**src/rtl/smoothfilter_ctrl.sv**
```systemverilog
// Purpose: feeds a pixel stream into a 3x3 smoothing filter at a paced strobe rate and
//          reloads the filter kernel from shadow registers at frame boundaries.
// Latency: 1 cycle from accepted pixel to f_strb; s_ready is held low while paced or reloading.
module smoothfilter_ctrl #(
  parameter int STRB_GAP = 8,
  parameter int IMG_W    = 256,
  parameter int IMG_H    = 256
) (
  input  logic       clk,
  input  logic       rst_n,
  input  logic       s_valid,
  input  logic [7:0] s_data,
  output logic       s_ready,
  output logic       f_strb,
  output logic [7:0] f_data,
  output logic       f_kernel_write,
  output logic [3:0] f_kernel_idx,
  output logic [7:0] f_kernel_data,
  input  logic       f_o_strb,
  input  logic       cfg_we,
  input  logic [3:0] cfg_idx,
  input  logic [7:0] cfg_data,
  input  logic       cfg_commit,
  output logic       cfg_pending,
  output logic       frame_in_done,
  output logic       frame_out_done
);

  localparam int XW  = (IMG_W > 1) ? $clog2(IMG_W) : 1;
  localparam int YW  = (IMG_H > 1) ? $clog2(IMG_H) : 1;
  localparam int TOT = IMG_W * IMG_H;
  localparam int OW  = $clog2(TOT + 1);
  localparam logic [7:0] GAP_M1 = 8'(STRB_GAP - 1);
  // Power-up kernel: a mild Gaussian-like blur
  localparam logic [7:0] SH_RST [9] = '{8'h08, 8'h10, 8'h08,
                                        8'h10, 8'h20, 8'h10,
                                        8'h08, 8'h10, 8'h08};

  typedef enum logic {RUN, KLOAD} state_t;

  state_t         state, state_nxt;
  logic [7:0]     gcnt;
  logic [XW-1:0]  x;
  logic [YW-1:0]  y;
  logic [3:0]     kidx;
  logic [7:0]     sh [9];
  logic [OW-1:0]  ocnt;
  logic           pix0;
  logic           accept;
  logic           last_pix;
  logic           kload_done;

  // pix==0 is the frame boundary: the only point where a kernel reload may start
  assign pix0       = (x == '0) && (y == '0);
  assign s_ready    = (state == RUN) && (gcnt == 8'd0) && !(pix0 && cfg_pending);
  assign accept     = s_valid && s_ready;
  assign last_pix   = (x == XW'(IMG_W - 1)) && (y == YW'(IMG_H - 1));
  assign kload_done = (state == KLOAD) && (kidx == 4'd8);

  // State register
  always_ff @(posedge clk or negedge rst_n) begin
    if (!rst_n) state <= RUN;
    else        state <= state_nxt;
  end

  // Next state and kernel write port; kernel outputs are quiet outside KLOAD
  always_comb begin
    state_nxt      = state;
    f_kernel_write = 1'b0;
    f_kernel_idx   = 4'd0;
    f_kernel_data  = 8'd0;
    case (state)
      RUN: begin
        if ((gcnt == 8'd0) && pix0 && cfg_pending) state_nxt = KLOAD;
      end
      KLOAD: begin
        f_kernel_write = 1'b1;
        f_kernel_idx   = kidx;
        f_kernel_data  = sh[kidx];
        if (kidx == 4'd8) state_nxt = RUN;
      end
      default: state_nxt = RUN;
    endcase
  end

  // Kernel index walks 0..8 while loading, parked at 0 otherwise
  always_ff @(posedge clk or negedge rst_n) begin
    if (!rst_n)                kidx <= 4'd0;
    else if (state != KLOAD)   kidx <= 4'd0;
    else if (kidx == 4'd8)     kidx <= 4'd0;
    else                       kidx <= kidx + 4'd1;
  end

  // Pixel issue path: strobe, data hold, pacing counter and frame-end pulse
  always_ff @(posedge clk or negedge rst_n) begin
    if (!rst_n) begin
      f_strb        <= 1'b0;
      f_data        <= 8'd0;
      gcnt          <= 8'd0;
      frame_in_done <= 1'b0;
    end else begin
      f_strb        <= accept;
      frame_in_done <= accept && last_pix;
      if (accept) begin
        f_data <= s_data;
        gcnt   <= GAP_M1;
      end else if (gcnt != 8'd0) begin
        gcnt <= gcnt - 8'd1;
      end
    end
  end

  // Raster position of the next pixel to accept
  always_ff @(posedge clk or negedge rst_n) begin
    if (!rst_n) begin
      x <= '0;
      y <= '0;
    end else if (accept) begin
      if (x == XW'(IMG_W - 1)) begin
        x <= '0;
        y <= (y == YW'(IMG_H - 1)) ? '0 : y + YW'(1);
      end else begin
        x <= x + XW'(1);
      end
    end
  end

  // Commit request: latched in RUN only, released by the final kernel write
  always_ff @(posedge clk or negedge rst_n) begin
    if (!rst_n)                            cfg_pending <= 1'b0;
    else if (kload_done)                   cfg_pending <= 1'b0;
    else if ((state == RUN) && cfg_commit) cfg_pending <= 1'b1;
  end

  // Shadow kernel: writable in RUN only so a load in progress sees a stable set
  always_ff @(posedge clk or negedge rst_n) begin
    if (!rst_n) begin
      for (int i = 0; i < 9; i++) sh[i] <= SH_RST[i];
    end else if ((state == RUN) && cfg_we && (cfg_idx <= 4'd8)) begin
      sh[cfg_idx] <= cfg_data;
    end
  end

  // Filter output counter, independent of the input-side state
  always_ff @(posedge clk or negedge rst_n) begin
    if (!rst_n) begin
      ocnt           <= '0;
      frame_out_done <= 1'b0;
    end else begin
      frame_out_done <= 1'b0;
      if (f_o_strb) begin
        if (ocnt == OW'(TOT - 1)) begin
          ocnt           <= '0;
          frame_out_done <= 1'b1;
        end else begin
          ocnt <= ocnt + OW'(1);
        end
      end
    end
  end

endmodule
```
**config.mk**
```make
export PLATFORM = sky130hd
export DESIGN_NAME = smoothfilter_ctrl
export DESIGN_NICKNAME = d
export VERILOG_FILES = /design/src/rtl/smoothfilter_ctrl.sv
export SDC_FILE = /design/constraint.sdc
export NUM_CORES = 1
export LEC_CHECK = 0
export BUFFER_PORTS_ARGS = -buffer_cell sky130_fd_sc_hd__buf_2
export CAP_MARGIN = 10
export CORE_UTILIZATION = 60
export DETAILED_ROUTE_END_ITERATION = 7
export PLACE_DENSITY = 0.87
export SLEW_MARGIN = 5
export SYNTH_ARGS = -nofsm -noshare
export SYNTH_HDL_FRONTEND = slang
export SYNTH_SLANG_ARGS = --single-unit
export TNS_END_PERCENT = 5
```
**constraint.sdc**
```tcl
create_clock -name clk -period 3.6 [get_ports clk]
set_input_delay 0.72 -clock clk [delete_from_list [all_inputs] [get_ports clk]]
set_output_delay 0.72 -clock clk [all_outputs]
set_load 0.1 [all_outputs]
```
==> run metrics, run 1 <==
final hold vios=0; Max IR drop VDD=0.3493 mV; highest clock rate=0.2903 GHz; # IOs=52; Root Buffer Master=clkbuf_8; clk_skew=0.01467 ns; WHS=0.2758 ns; reg-to-reg slack, setup=1.01 ns; largest net degree at the start of global routing=71; commonest non-fill, non-tap cell in the layout=dfrtp_1; Setup CP Type=reg2out; Nets=570; Compound-Gate Fraction of Synth Area=4.608%; Final Slew Violations=0; num rows=36; total power=4.781 mW; simple-gate share of the synthesized area=about an eighth; CP Capture Type=output port; Initial DRT Pass Iterations=4; Area contributors post-synth=dfrtp_1, mux2_2, mux4_2; Synth top area share=48.91%; initial antenna violation count=0; crit path max fanout=7; max-cap viol count=0; share of layout cells above drive strength 1=37.34%; vias in the first global route=around 4400; LEAKAGE=3.192 nW; CTS sink cnt=130; asr flop ratio synth=between 90% and 100%; diode count=0; setup violators final=0; sequential fraction of the synthesis area=52.73%; Vias/cell=6.081; DP Wirelength=8102 µm; Core Box Area=9910 µm²; status=finished clean; XOR/XNOR Fraction of Synth Area=3.112%; clk_lat worst skew=about 0.52 ns; r2r endpoint=f_data[4]; routed wire length=between 10000 and 15000 µm; crit path launch type=flip-flop; DIE WIDTH=103.6 µm; Worst R2R Path Depth=7; postcts setup bufs=0; post-synthesis sequential element count=130; Mean Syn Cell Area=around 13 µm²; gr usage total=26.76%; Initial Util=62.47%; Top FF cell, synth=dfrtp_1; CTS buffer count=17; area leader, netlist=dfrtp_1; min Tclk post-route=~3.4 ns; Distinct cells, synth=55; CTS Buffer Depth=2; die height=103.6 µm; P per Cell Area=between 600 and 700 nW/µm²; DP Area=6574 µm²; Relative slew margins=42.28%; YS warnings=0; WL per Instance=19.21 µm; Critical R2R Launch=y[0]; Mapped Nets=513; DRT iter0 DRCs=223; mux cell area share after synthesis=22.84%; clock-pin slew of the registers on the worst-case setup and hold paths=0.06 ns; CP required=2.88 ns; DRC=0; grt total ovfl=0; commonest non-fill, non-tap cells in the layout=dfrtp_1, mux2_2, buf_2; ANT nets after route=0; GP Congestion=0.8425; Synth Area in Adders=1.617%; Clock H-tree levels=4; CTS tree=yes; final instance area=7168 µm²; RSZ-0062 raised after global routing=no; Worst Path Arrival=~2.7 ns; synthesized area=6191 µm²; Slew @ Worst Pin=0.8658 ns; Tcrit/Tclk final=95.69%; synthesized instance count=479; Layout area overhead=15.78%; final cell utilization of the core=72.34%; first-pass GRT wire length=~22000 µm; worst min path class=in2async; Die Area=roughly 11000 µm²; Post-synth EDFFs=0; IO buf count=51; main combinational cell family by area after synthesis=multiplexers; DR vias=~4100
## registers in the layout, indices dropped and copies added (netlist names)
signal          cells
y                   8
sh                 72
kidx                4
f_strb              1
ocnt               17
f_data              8
frame_out_done      1
state               1
x                   8
gcnt                8
cfg_pending         1
frame_in_done       1
## where the power goes
group	internal, mW	switching, mW	leakage (nW)
clock	1.07	0.637	0.280
combinational	0.422	0.586	1.29
sequential	1.80	0.270	1.62
## cells by family (layout without fill, tap and decap cells)
| kind of cell | Yosys count | after routing |
|---|---|---|
| buffers and inverters | 30 | 100 |
| flip-flops | 130 | 130 |
| multiplexers | 108 | 108 |
| AND/OR/NAND/NOR | 137 | 137 |
| AO/OA/AOI/OAI | 44 | 44 |
| XOR/XNOR | 22 | 22 |
| adder cells (fa/ha/maj) | 8 | 8 |
## repair_timing
action,4_1_cts,5_1_grt
gates resized for setup,0,1
hold buffers,0,0
endpoints found under the setup margin,0,3
## worst max-delay path, stage by stage (launching register included)
cell and delay, ns:
dfrtp_1 0.46, or4_4 0.60, or4b_4 0.52, nor3_2 0.18, buf_2 0.45
## cell usage after synthesis (2+ instances only)
cell type	number
buf_4	2
nand2b_1	6
nor2_1	15
nand2_1	33
and3_1	5
xor2_1	13
ha_1	8
nor4b_1	2
mux2i_1	10
a211oi_1	2
inv_1	12
a21oi_1	9
nand4_1	5
a211o_1	3
mux4_2	16
clkbuf_1	8
o41ai_1	5
nor3_1	10
nor3b_1	3
dfstp_2	9
dfrtp_1	121
or3_1	2
nor2b_1	5
nand3_1	21
mux2_4	8
xnor2_1	9
and4_1	4
nor4_1	6
buf_2	5
a21o_1	4
mux2_2	74
or4_1	2
o21ai_0	15
and2_1	6
## worst max path at each step
| stage | from | endpoint | slack, ns |
|---|---|---|---|
| after floorplan | state | f_kernel_data[0] | -0.54 |
| after global placement | gcnt[2] | s_ready | 0.74 |
| after detailed placement | gcnt[2] | s_ready | 0.70 |
| after CTS | kidx[0] | f_kernel_data[5] | 0.1 |
| after global routing | gcnt[2] | s_ready | 0.09 |
| final | gcnt[2] | s_ready | 0.16 |
## routing by layer
layer | GRT usage (%) | part of all wire [%] | up-vias
met5 | 0 | 0 | -
met4 | 8.385 | 0.82 | 0
met3 | 6.356 | 4.3 | 12
met2 | 46.12 | 53 | 122
met1 | 33.48 | 42 | 2140
li1 | - | - | 1873
## cell type report
class                           instances  area [µm²]
Multi-Input combinational cell        319        2791
Timing Repair Buffer                   55       300.3
Inverter                               13       51.30
Clock inverter                         13       161.4
Clock buffer                           19       431.7
Sequential cell                       130        3266
Tap cell                              133       166.4
Fill cell                             629        2741
## per-stage QoR
step / instances / TNS (ns) / worst slack [ns]
after floorplan: 479 / -4.284 / -0.5355
after global placement: 650 / 0 / 0.7376
after detailed placement: 650 / 0 / 0.7004
after CTS: 682 / 0 / 0.09749
after global routing: 682 / 0 / 0.09045
final: 682 / 0 / 0.1553
Power figures use the tool's default switching activity.
==> run 2, diff against run 1 <==
--- a/config.mk
+++ b/config.mk
@@ -7,6 +7,7 @@
 export LEC_CHECK = 0
 export BUFFER_PORTS_ARGS = -buffer_cell sky130_fd_sc_hd__buf_2
 export CAP_MARGIN = 10
+export CORE_MARGIN = 5
 export CORE_UTILIZATION = 60
 export DETAILED_ROUTE_END_ITERATION = 7
 export PLACE_DENSITY = 0.87
@@ -14,4 +15,4 @@
 export SYNTH_ARGS = -nofsm -noshare
 export SYNTH_HDL_FRONTEND = slang
 export SYNTH_SLANG_ARGS = --single-unit
-export TNS_END_PERCENT = 5
+export TNS_END_PERCENT = 1
==> run 2 against run 1 <==
  * Clock power up 4%
  * Worst hold slack worse by 0.18 ns
  * Wire length up 2.7%
  * Clock skew down 0.0052 ns
  * Non-clock buffer count down 1
  * Final cell count up 0.29%
  * Utilization down 1.7 points
  * Global-route usage down 3.8 points
  * Via count up 0.65%
==> run metrics, run 2 (same netlist as run 1, synthesis figures left out) <==
vias in the first global route=4399; max reg flops=between 70 and 80; slowest stage delay, CP=0.59 ns; WHS=0.09902 ns; Vias/cell=6.102; DP Area=6570 µm²; Relative slew margins=41.95%; Placed Cells=652; max-cap viol count=0; Die Area=12450 µm²; routed wire length=13460 µm; status=finished clean; CTS resizes=0; largest net degree at the start of global routing=109; CTS buffer count=17; crit path max fanout=7; reg-to-reg slack, setup=1.04 ns; LEAKAGE=approximately 3.2 nW; CTS sink cnt=130; commonest non-fill, non-tap cells in the layout=dfrtp_1, mux2_2, buf_2; setup violators final=0; WL per Instance=19.67 µm; Fillers=648; Setup CP Type=reg2out; min Tclk post-route=around 3.4 ns; Nets=~570; worst min path class=in2async; largest register by flop count=sh; Clock H-tree levels=4; final instance area=7196 µm²; clock-pin slew of the registers on the worst-case setup and hold paths=approximately 0.060 ns; non-filler cells, final=684; die height=111.6 µm; crit path cell chain=or4_4, or4b_4, nor3_2, buf_2; DIE WIDTH=111.6 µm; highest clock rate=0.2938 GHz; DRT iter0 DRCs=294; share of layout cells above drive strength 1=37.23%; DP Wirelength=8639 µm; grt total ovfl=0; GP Congestion=about 0.8; clk_skew=0.009471 ns; Layout area overhead=16.23%; CTS tree=yes; Initial Util=around three fifths; IO buf count=51; first-pass GRT wire length=22600 µm; biggest regs=sh: 72 flops, ocnt: 17 flops; crit path launch type=flip-flop; CP Capture Type=output port; diode count=0; Core Box Area=10180 µm²; CP required=2.88 ns; num rows=37; Tcrit/Tclk final=94.56%; CP top delay family=simple AND/OR/NAND/NOR gates; clk_lat worst skew=between 0.5 and 0.6 ns; hold_buf cts=0; Initial DRT Pass Iterations=5; commonest non-fill, non-tap cell in the layout=dfrtp_1; post-route setup TNS=0 ns; CP max stage cell=or4_4; Slew @ Worst Pin=0.8708 ns; initial antenna violation count=0; RSZ-0062 raised after global routing=no; DR vias=between 4000 and 5000; P per Cell Area=674.9 nW/µm²; Final Slew Violations=0; Max IR drop VDD=0.4739 mV; Worst Path Arrival=2.68 ns; postcts setup bufs=0; Buf/Inv on CP=1; CTS Buffer Depth=2; Root Buffer Master=clkbuf_8; # IOs=between 50 and 60; ANT nets after route=0; gr usage total=22.93%; final hold vios=0; DRC=0
==> run 2: cell types whose count changed in the layout (fill, tap and decap cells not counted), sizes merged <==
cell	change
buf	-1
bufinv	+1
clkinvlp	-1
==> run 2: metal layers <==
layer	part of all wire [%]	wire length, µm	track usage, %	up-vias
met5	0	0	0	-
met2	53	7097	38.72	123
met4	3.0	410	11.19	0
li1	-	-	-	1872
met1	40	5328	27.77	2141
met3	4.6	618	5.435	38
==> run 2: area by class of cell <==
cell class                 count  area [µm²]  share of cell area (%)
clock inverter                13       183.9                   2.556
sequential                   130        3264                   45.37
inverter                      13       51.30                  0.7129
timing repair buffer          54       292.8                   4.069
multi-input combinational    319        2791                   38.79
clock buffer                  19       441.7                   6.138
tap                          136       170.2                   2.365
==> run 2: final timing paths <==
check / start / end / cells after the start
worst max-delay path: gcnt[2] / s_ready / 4
worst min-delay path: rst_n / sh[58] / 1
worst max register to register: y[0] / f_data[6] / 7
worst min register to register: sh[41] / sh[41] / 1
max in group asynchronous: rst_n / sh[13] / 2
min in group clk: s_data[7] / f_data[7] / 2
==> run 2: report_power, final <==
group | switching (mW) | leakage [nW] | total [mW] | internal (mW)
registers | 0.270 | 1.62 | 2.07 | 1.80
logic | 0.587 | 1.28 | 1.01 | 0.422
clock network | 0.621 | 0.300 | 1.78 | 1.16
total | 1.48 | 3.21 | 4.86 | 3.38
==> run 2: per-stage QoR <==
| stage | utilization [%] | setup WS [ns] | power (mW) |
|---|---|---|---|
| finish | 70.65 | 0.1958 | 4.856 |
| global route | 70.65 | 0.07182 | 5.075 |
| CTS | 70.65 | 0.1714 | 4.886 |
| detailed placement | 64.51 | 0.7132 | 3.083 |
| global placement | 64.51 | 0.7513 | 3.007 |
| floorplan | - | -0.5355 | 2.830 |
